[config.mk]
export PLATFORM = sky130hd
export DESIGN_NAME = intr_ctrl_core
export DESIGN_NICKNAME = d
export VERILOG_FILES = /design/src/rtl/intr_ctrl_core.sv
export SDC_FILE = /design/constraint.sdc
export NUM_CORES = 1
export LEC_CHECK = 0
export CAP_MARGIN = 20
export CORE_MARGIN = 2
export CORE_UTILIZATION = 41
export CTS_CLUSTER_SIZE = 24
export DETAILED_ROUTE_END_ITERATION = 8
export PLACE_DENSITY = 0.74
export SLEW_MARGIN = 10
export SYNTH_ARGS = -nofsm -noshare
export SYNTH_HDL_FRONTEND = slang
export SYNTH_SLANG_ARGS = --single-unit
[constraint.sdc]
create_clock -name clk -period 1.7 [get_ports clk]
set_input_delay 0.255 -clock clk [delete_from_list [all_inputs] [get_ports clk]]
set_output_delay 0.255 -clock clk [all_outputs]
set_load 0.005 [all_outputs]
[src/rtl/intr_ctrl_core.sv]
// Eight-line fixed-priority interrupt controller core: edge capture, mask,
// in-service nesting and a request/acknowledge/EOI handshake to the CPU.
module intr_ctrl_core #(
  parameter logic [7:0] VECTOR_BASE  = 8'h20,
  parameter logic [7:0] SPURIOUS_VEC = 8'hFF
) (
  input  logic       clk,
  input  logic       rst,
  input  logic [7:0] irq_in,
  input  logic       mask_we,
  input  logic [7:0] mask_wdata,
  output logic       int_req,
  input  logic       int_ack,
  input  logic       eoi,
  output logic [7:0] vector_out,
  output logic       vector_valid,
  output logic       spurious,
  output logic [7:0] irr,
  output logic [7:0] imr,
  output logic [7:0] isr
);

  // state     | meaning
  // S_IDLE    | no request presented to the CPU
  // S_REQ     | int_req asserted, waiting for int_ack
  // S_ACK_LAT | one-cycle gap after an acknowledge
  typedef enum logic [1:0] {S_IDLE, S_REQ, S_ACK_LAT} state_t;

  state_t     state_q, state_d;
  logic [7:0] irq_q, irr_q, irr_d, imr_q, imr_d, isr_q, isr_d;
  logic [7:0] vector_q, vector_d;
  logic       vvalid_q, spur_q, spur_d;
  logic       armed_q;

  logic [7:0] edge_w, allowed, eligible, win_oh, eoi_clr;
  logic [2:0] winner, isr_top;
  logic       take_ack, spur_ack;

  always_comb begin
    // A line already high when reset is released is a level, not an edge.
    edge_w   = armed_q ? (irq_in & ~irq_q) : 8'h00;
    allowed  = 8'h00;
    winner   = 3'd0;
    isr_top  = 3'd0;
    for (int i = 0; i < 8; i++) begin
      allowed[i] = ((isr_q >> i) == 8'h00);
    end
    eligible = irr_q & ~imr_q & allowed;
    for (int i = 0; i < 8; i++) begin
      if (eligible[i]) winner = 3'(i);
      if (isr_q[i])    isr_top = 3'(i);
    end
    win_oh   = 8'h01 << winner;
    eoi_clr  = (eoi && (isr_q != 8'h00)) ? (8'h01 << isr_top) : 8'h00;
    take_ack = int_ack && (state_q == S_REQ) && (eligible != 8'h00);
    spur_ack = int_ack && !take_ack;
    // A new edge wins over the acknowledge clearing the same bit.
    irr_d    = (irr_q & ~(take_ack ? win_oh : 8'h00)) | edge_w;
    isr_d    = (isr_q & ~eoi_clr) | (take_ack ? win_oh : 8'h00);
    imr_d    = mask_we ? mask_wdata : imr_q;
    spur_d   = spur_ack;
    if (take_ack)      vector_d = VECTOR_BASE + {5'b00000, winner};
    else if (spur_ack) vector_d = SPURIOUS_VEC;
    else               vector_d = vector_q;
  end

  always_comb begin
    state_d = state_q;
    case (state_q)
      S_IDLE:    if (eligible != 8'h00) state_d = S_REQ;
      S_REQ: begin
        if (int_ack)                 state_d = S_ACK_LAT;
        else if (eligible == 8'h00)  state_d = S_IDLE;
      end
      S_ACK_LAT: state_d = S_IDLE;
      default:   state_d = S_IDLE;
    endcase
  end

  always_ff @(posedge clk or posedge rst) begin
    if (rst) begin
      state_q  <= S_IDLE;
      irq_q    <= 8'h00;
      irr_q    <= 8'h00;
      imr_q    <= 8'hFF;
      isr_q    <= 8'h00;
      vector_q <= 8'h00;
      vvalid_q <= 1'b0;
      spur_q   <= 1'b0;
      armed_q  <= 1'b0;
    end else begin
      state_q  <= state_d;
      irq_q    <= irq_in;
      irr_q    <= irr_d;
      imr_q    <= imr_d;
      isr_q    <= isr_d;
      vector_q <= vector_d;
      vvalid_q <= int_ack;
      spur_q   <= spur_d;
      armed_q  <= 1'b1;
    end
  end

  assign int_req      = (state_q == S_REQ);
  assign vector_out   = vector_q;
  assign vector_valid = vvalid_q;
  assign spurious     = spur_q;
  assign irr          = irr_q;
  assign imr          = imr_q;
  assign isr          = isr_q;

endmodule

# Word-level counts from Yosys, hierarchy flattened
# Cells that the tools add are included.
classes:
  n_addsub: 1
  eq_ne: 3
  shift: 2
  n_mux: 23
  n_bitwise: 11
  n_reduce_logical: 19
op_table:
  columns: ["cell", "count"]
  rows:
  - ["zero test 8 bit", 9]
  - ["AND 8 bit", 5]
  - ["two-way mux 8 bit", 5]
  - ["inverter 8 bit", 4]
  - ["two-way mux 3 bit", 8]
  - ["OR 8 bit", 2]
  - ["nonzero test 8 bit", 2]
  - ["<< shifter 1 x 3 -> 8 bit, first input constant", 2]
  - ["two-way mux 2 bit", 7]
  - ["adder 6 x 3 -> 7 bit, first input constant", 1]
  - ["logical AND 1 bit", 4]
  - ["one-hot mux 2 bit (2 select lines)", 1]
  - ["!= test 3 x 1 -> 1 bit, second input constant", 1]
  - ["== test 2 x 1 -> 1 bit, second input constant", 1]
  - ["zero test 2 bit", 1]
  - ["two-way mux 1 bit", 2]
  - ["!= test 2 bit, second input constant", 1]
  - ["AND reduction 2 bit", 1]
  - ["nonzero test 2 bit", 1]
  - ["zero test 1 bit", 1]
totals:
  reg_bits: 45
  wordCells: 68

# Logic depth before layout (Yosys ltp)
# Gate-level depths: netlist of run 1.
logic_depth:
  depth_word: 15
  ltp_mapped: 6
  mapped_depth_nobuf: 5

# Least setup slack after synthesis of run 1
# No wires, ideal clock.
synth_timing:
  kind: "register -> register"
  from: "reg isr_q[5] (netlist: isr[5])"
  to: "reg irr_q[1] (netlist: irr[1])"
  arrival_time_ns: 1.694
  t_required_ns: 1.578
  slack_ns: -0.115
  stages_incl_launch_ff: 6
  path_buffers: 0
  synth_period_minus_slack_ns: 1.815
  cell_sequence: "dfrtp_1 or3_4 a311o_1 o21ai_2 nand4_1 a32o_1"
synth_via:
  elab_chain_len: 14
  elab_cells_between_ends: 21
synth_rtl:
  columns: ["element", "line", "rtl"]
  rows:
  - ["from (decl)", "30", "logic [7:0] irq_q, irr_q, irr_d, imr_q, imr_d, isr_q, isr_d;"]
  - ["from (signal assigned)", "96", "isr_q <= isr_d;"]
  - ["zero test 8 bit", "46", "allowed[i] = ((isr_q >> i) == 8'h00);"]
  - ["AND 8 bit *", "48", "eligible = irr_q & ~imr_q & allowed;"]
  - ["two-way mux 1 bit", "50", "if (eligible[i]) winner = 3'(i);"]
  - ["two-way mux 2 bit (2 in series)", "50", null]
  - ["two-way mux 3 bit (4 in series)", "50", null]
  - ["<< shifter 1 x 3 -> 8 bit", "53", "win_oh = 8'h01 << winner;"]
  - ["two-way mux 8 bit *", "58", "irr_d = (irr_q & ~(take_ack ? win_oh : 8'h00)) | edge_w;"]
  - ["inverter 8 bit *", "58", null]
  - ["AND 8 bit *", "58", null]
  - ["OR 8 bit *", "58", null]
  - ["named net irr_d[1]", "30", null]
  - ["to (signal assigned)", "94", "irr_q <= irr_d;"]
  - ["to (decl)", "30", null]
# Mark *: on every way through the listed nets, which the timed path passes. The rest lies on a longest branch.
# A chain may end at the register's enable or synchronous reset.

# Worst setup path after layout of run 1
layout_timing:
  from: "reg isr_q[3] (netlist: isr[3])"
  to: "reg irr_q[1] (netlist: irr[1])"
# Same word-level chain as after synthesis.

==> flow_summary.yaml, run 1 <==
detailed_routing:
  drt-total-wl_mm: 4.75
  route.detailed.drc: 0
  vias: 1579
  vias_per_cell: 5.16
  ant_nets: 0
  wire_per_inst_um: 15.5
  drt-pass1-iter-count: 4
  dr.first_iter.drc_count: 75
layout:
  antenna_cells: 0
  nets: 274
  drive_gt1_share_pct: 39.4
  syn2layout_area_growth_pct: 67.7
  fin_area_mm2: 0.00301
synthesis:
  synthSimpleGateAreaFrac_pct: 16.8
  ys_warn_count: 0
  synth_seq_cells: 42
  synth_fa_ha_area_share_pct: 0
  synth_xor_area_share_pct: 0
  synth-compound-area-share_pct: 13.8
  synthMuxAreaShare_pct: 5.66
  syn_area_mm2: 0.00179
  syn_inst: 151
  syn-mean-instance-area_um2: 11.9
  synth_fp_nets: 172
  ys_types: 41
  synth_top_family_by_area: "simple AND/OR/NAND/NOR gates"
  yosysSeqAreaShare_pct: 59.2
timing:
  fin_ws_ns: -0.189
  hold_violations: 0
  clock_skew_ns: 0.00365
  final.period_utilization_pct: 111
  final_max_slew_viol_count: 0
  setup_viol: 14
  fin_hold_ws_ns: 0.327
  rsz0062_at_grt: "true"
  fmax_mhz: 529
  tns_ns: -1.26
  period_minus_slack_ns: 1.89
cts:
  htreeDepth: 2
  clock_sinks: 42
  cts.clk_slew.worst_paths_ns: 0.08
  root_buffer: "clkbuf_8"
  cts_hold_buf: 0
  cts_buffer_depth: 2
  cts_buffers: 5
  clk_latency_ns: 0.29
  cts_tree: "yes"
critical_path:
  rr_endpoint: "irr[1]"
  crit_path_max_incr_delay_ns: 0.44
  cp_slowest_cell: "dfrtp_2"
  reg2reg_depth: 5
  cp.arrival_ns: 2.07
  critPathLaunchType: "register"
  worst-path-max-fanout: 4
  crit_type: "reg2reg"
  crit_end: "irr[1]"
  startpoint: "isr[3]"
  path_cells: "or3_4 -> o311a_1 -> o21ai_2 -> nand4_1 -> a32o_1"
  crit_required_ns: 1.88
  r2r_start: "isr[3]"
  end_kind: "register"
  r2r_setup_slack_ns: -0.19
floorplanning:
  coreArea_mm2: 0.00429
  io_pins: 56
  die_width_um: 70.1
  die_h_um: 70.1
  num_rows: 24
  dieArea_mm2: 0.00491
  start_util_pct: 41.7
run_status:
  violations: "negative setup slack"
  status: "finished with violations"
grt:
  antenna_found_initial: 0
  grt_max_degree: 43
  grt_usage_pct: 19.5
  grt_pass1_vias: 1635
  grt_pass1_wl_mm: 7.56
  grt_overflow_total: 0
placement:
  gp_congestion: 0.878
  port_buffers: 55
  post-dp-hpwl_mm: 3.39
  place_area_mm2: 0.00271
power:
  p_leak_nw: 1.35
  irDropWorstVdd_mv: 0.894
  power_density_mw_per_mm2: 1660
flow_run:
  cap_violations: 0
min_path:
  min_path_type: "in2async"
report_power, final:
group          leakage (nW)  total (W)  internal, W  switching (W)
sequential            0.468    0.00141      0.00125       0.000166
clock                0.0714   0.000957     0.000626       0.000331
combinational         0.813    0.00263      0.00155        0.00108
total                  1.35    0.00500      0.00342        0.00158
cell usage after synthesis:
cell      instances  area, µm²
mux2_2            9        101
dfstp_2           8        210
or2_2             1       6.26
nor2_1            5       18.8
buf_1             1       3.75
a311o_1           1       10.0
a211oi_1          1       7.51
a31o_2            1       8.76
o32a_1            1       10.0
nor3_1            2       10.0
nand3_1           4       20.0
a32o_1            7       70.1
nand2b_1          3       18.8
nand2b_4          1       13.8
a31oi_1           1       6.26
clkbuf_1          2       7.51
or3b_1            1       8.76
or3_4             2       22.5
o22a_2            1       10.0
o21ai_0           6       30.0
a211oi_2          1       12.5
o41ai_1           2       17.5
or4b_1            2       20.0
and2_1            3       18.8
nor2b_1           4       25.0
or3b_2            2       17.5
o21a_1            1       7.51
nand2_1          11       41.3
o311a_1           1       10.0
inv_1            12       45.0
or3_2             1       7.51
conb_1            1       3.75
or2b_1            1       7.51
o21ai_2           1       8.76
buf_4             3       22.5
nand4_1           3       18.8
dfrtp_1          34        851
o21bai_1          1       7.51
nor3b_1           1       7.51
a21oi_1           6       30.0
nor4b_1           2       17.5
metrics by stage:
step / std cells / setup slack (ns) / util (%) / total power (W)
after global routing: 306 / -0.243 / 70.0 / 0.00524
after CTS: 306 / -0.156 / 68.2 / 0.00479
after detailed placement: 293 / -0.174 / 63.2 / 0.00368
after global placement: 293 / -0.168 / 63.2 / 0.00363
after floorplan: 151 / -0.0855 / - / 0.00242
final: 306 / -0.189 / 70.0 / 0.00500
worst min path at each step:
stage	endpoint	slack, ns
2_1_floorplan	irq_q[0]	0.29
3_5_place_dp	irr[6]	0.42
4_1_cts	irr[0]	0.34
5_1_grt	irr[4]	0.36
6_report	vector_out[5]	0.33
3_3_place_gp	state_q[0]	0.41
state kept, by name (all words and copies together), names as in the netlist:
name and count:
imr 8, irq_q 8, irr 8, isr 8, vector_out 5, state_q 2, armed_q 1, spurious 1
vector_valid 1
cells in the final DEF, fill, tap and decap left out, types with 4 or more instances in the layout:
cell type / instances
clkdlybuf4s50_1: 50
buf_4: 43
dfrtp_1: 32
inv_1: 12
nand2_1: 11
mux2_2: 8
dfstp_2: 8
a32o_1: 7
clkbuf_8: 6
o21ai_0: 4
nor2_1: 4
nand3_1: 4
dlymetal6s2s_1: 4
critical path, delay by kind of cell (launching register included):
kind,cells,cell delay [ns]
and+or+nand+nor,2,0.56
DFF,1,0.44
AOI/OAI and AO/OA,3,0.78
area by class of cell:
class	count	area, µm²
sequential	42	1060
clock buffer	6	82.6
tap	52	65.1
multi-input combinational	91	764
clock inverter	2	60.1
fill	320	1290
inverter	12	45.0
timing repair buffer	101	925
kinds of logic after synthesis:
logic type	Yosys count
flops	42
mux	9
other cells	1
buf+inv	18
compound gates	32
simple gates	49
what timing repair did:
action	4_1_cts	5_1_grt
pin swaps	10	9
endpoints found under the setup margin	17	23
buffers inserted	5	1
resized for setup	9	18
routing by layer:
metal  vias up  GRT usage [%]  routed length, µm
li1        742              -                  -
met1       767           24.6               1910
met2        59           33.2               2530
met3        11           4.18                229
met4         0           6.84                 80
met5         -              0                  0
No activity file was read; power rests on OpenSTA's default activity.
==> run 2, diff against run 1 <==
--- a/config.mk
+++ b/config.mk
@@ -5,12 +5,16 @@
 export SDC_FILE = /design/constraint.sdc
 export NUM_CORES = 1
 export LEC_CHECK = 0
+export ABC_AREA = 1
 export CAP_MARGIN = 20
+export CELL_PAD_IN_SITES_DETAIL_PLACEMENT = 1
+export CELL_PAD_IN_SITES_GLOBAL_PLACEMENT = 2
 export CORE_MARGIN = 2
-export CORE_UTILIZATION = 41
+export CORE_UTILIZATION = 25
 export CTS_CLUSTER_SIZE = 24
 export DETAILED_ROUTE_END_ITERATION = 8
-export PLACE_DENSITY = 0.74
+export PLACE_DENSITY = 0.75
+export RECOVER_POWER = 25
 export SLEW_MARGIN = 10
 export SYNTH_ARGS = -nofsm -noshare
 export SYNTH_HDL_FRONTEND = slang
==> flow_summary.yaml, run 2 <==
run_status:
  status: "finished with violations"
  violations: "negative setup slack"
timing:
  hold_violations: 0
  final.period_utilization_pct: 100
  rsz0062_at_grt: "true"
  final_max_slew_viol_count: 0
  period_minus_slack_ns: 1.70
  relSlewSlack_pct: 49.4
  clock_skew_ns: 0.00344
  fin_ws_ns: -0.00292
  tightest_slew_ns: 0.759
  fmax_mhz: 587
  setup_viol: 1
  fin_hold_ws_ns: 0.478
critical_path:
  rr_endpoint: "isr[0]"
  crit_required_ns: 1.88
  path_cells: "nor2_4 -> buf_6 -> nand4_1 -> nand2_2 -> nor2_4 -> buf_6 -> nand3_4 -> inv_4 -> nand4_1 -> buf_4 -> nand2_2"
  end_kind: "register"
  reg2reg_depth: 11
  startpoint: "isr[6]"
  cp_num_cells: 11
  critPathTopFamily: "simple AND/OR/NAND/NOR gates"
  crit_type: "reg2reg"
  r2r_start: "isr[6]"
  critPathLaunchType: "register"
  crit_path_max_incr_delay_ns: 0.41
  r2r_setup_slack_ns: -0.003
  crit_end: "isr[0]"
  worst-path-max-fanout: 5
  cp_slowest_cell: "dfrtp_1"
  path_buf_inv: 4
  cp.arrival_ns: 1.88
placement:
  port_buffers: 55
  post-dp-hpwl_mm: 4.23
  place_area_mm2: 0.00266
  dp_cells: 368
  gp_congestion: 0.811
detailed_routing:
  wire_per_inst_um: 14.0
  drt-total-wl_mm: 5.37
  ant_nets: 0
  vias_per_cell: 4.27
  vias: 1634
  route.detailed.drc: 0
  drt-pass1-iter-count: 4
  dr.first_iter.drc_count: 30
grt:
  grt_use_met3_pct: 2.35
  grt-busiest-layer: "met2"
  grt_overflow_total: 0
  globalRouteMet1Util_pct: 18.0
  antenna_found_initial: 0
  grt_usage_pct: 13.5
  grt_pass1_wl_mm: 8.70
  grt_pass1_vias: 1743
  met2_usage_pct: 22.4
  grt_max_degree: 30
layout:
  seq_area_mm2: 0.00107
  fin_area_mm2: 0.00291
  final_common_cell: "clkdlybuf4s50_1"
  antenna_cells: 0
  mostFrequentLayoutCells: "clkdlybuf4s50_1, nand2_1, dfrtp_1"
  multi_input_area_um2: 761
  nets: 304
  drive_gt1_share_pct: 28.5
  final_cells: 383
  fill_cells: 849
  syn2layout_area_growth_pct: 57.3
  fin_util_pct: 40.4
flow_run:
  cap_violations: 0
min_path:
  min_path_type: "reg2reg"
floorplanning:
  die_h_um: 90.1
  die_width_um: 90.1
  coreArea_mm2: 0.00721
  num_rows: 31
  io_pins: 56
  dieArea_mm2: 0.00812
  start_util_pct: 25.7
cts:
  cts_buffer_depth: 2
  clk_latency_ns: 0.29
  cts_hold_buf: 0
  cts.clk_slew.worst_paths_ns: 0.08
  root_buffer: "clkbuf_8"
  clock_sinks: 42
  cts_buffers: 5
  cts_tree: "yes"
  htreeDepth: 2
synthesis:
  syn-mean-instance-area_um2: 9.36
  synth_fp_nets: 219
  synth_top_family_by_area: "simple AND/OR/NAND/NOR gates"
  synthMuxAreaShare_pct: 2.43
  synth.area.top_cells: "dfrtp_1, dfstp_2, nand2_1"
  yosys.area.top_type_share_pct: 45.9
  yosysSeqAreaShare_pct: 57.3
  synth-compound-area-share_pct: 6.48
  syn_inst: 198
  synth-edff-count: 0
  syn_area_mm2: 0.00185
  synth_common_cells: "nand2_1, dfrtp_1, inv_1"
  synth_seq_cells: 42
  synth_fa_ha_area_share_pct: 0
  ys_warn_count: 0
  synth_xor_area_share_pct: 0
  async_flop_share_pct: 100
  yosys.cell_count.top_type: "nand2_1"
  synth_largest_area_cell: "dfrtp_1"
  ys_types: 31
  synthSimpleGateAreaFrac_pct: 27.1
  synth_ff_type: "dfrtp_1"
power:
  p_leak_nw: 1.32
  irDropWorstVdd_mv: 0.428
  power_density_mw_per_mm2: 1650
  p_total_w: 0.00482
run 2: worst min-delay path by stage:
stage | from | endpoint | slack, ns | cells past startpoint
6_report | vector_out[5] | vector_out[5] | 0.48 | 1
5_1_grt | mask_wdata[4] | imr[4] | 0.51 | 3
4_1_cts | rst | irq_q[1] | 0.28 | 3
3_5_place_dp | vector_out[5] | vector_out[5] | 0.46 | 1
3_3_place_gp | vector_out[5] | vector_out[5] | 0.45 | 1
2_1_floorplan | irq_in[0] | irq_q[0] | 0.29 | 0
run 2: where the power goes:
group	switching, W	internal (W)	total (W)
combinational	0.00130	0.00134	0.00264
clock	0.000338	0.000326	0.000665
sequential	0.000252	0.00126	0.00152
total	0.00189	0.00293	0.00482
run 2: final cells by class:
cell class              instances  share of cell area, %
clock buffers                   6                   2.83
clock inverters                 2                  0.429
inverters                      24                   3.18
multi-input cells             127                   26.1
flip-flops and latches         42                   36.6
well taps                      99                   4.25
repair buffers                 83                   26.6
run 2: kinds of logic (layout without fill, tap and decap cells):
family	Yosys count	count (layout)
compound gates	21	21
mux	4	4
simple gates	101	101
buf+inv	29	115
other cells	1	1
flops	42	42
run 2: what timing repair did:
| action | 4_1_cts | 5_1_grt |
|---|---|---|
| hold endpoints to repair | 0 | 0 |
| pin swaps | 5 | 8 |
| resized for setup | 11 | 22 |
| endpoints found under the setup margin | 7 | 16 |
| setup buffers | 4 | 3 |
run 2: per-stage QoR:
| step | setup slack, ns | TNS (ns) |
|---|---|---|
| floorplan | 0.257 | 0 |
| global placement | -0.116 | -0.367 |
| detailed placement | -0.0921 | -0.250 |
| CTS | 0.0142 | 0 |
| global route | -0.121 | -1.01 |
| finish | -0.00292 | -0.00292 |
run 2: routing by layer:
layer  part of all wire (%)  vias to the layer above
met5                      0                        -
met1                     46                      785
met4                    1.1                        0
met3                    3.7                        4
li1                       -                      808
met2                     49                       37
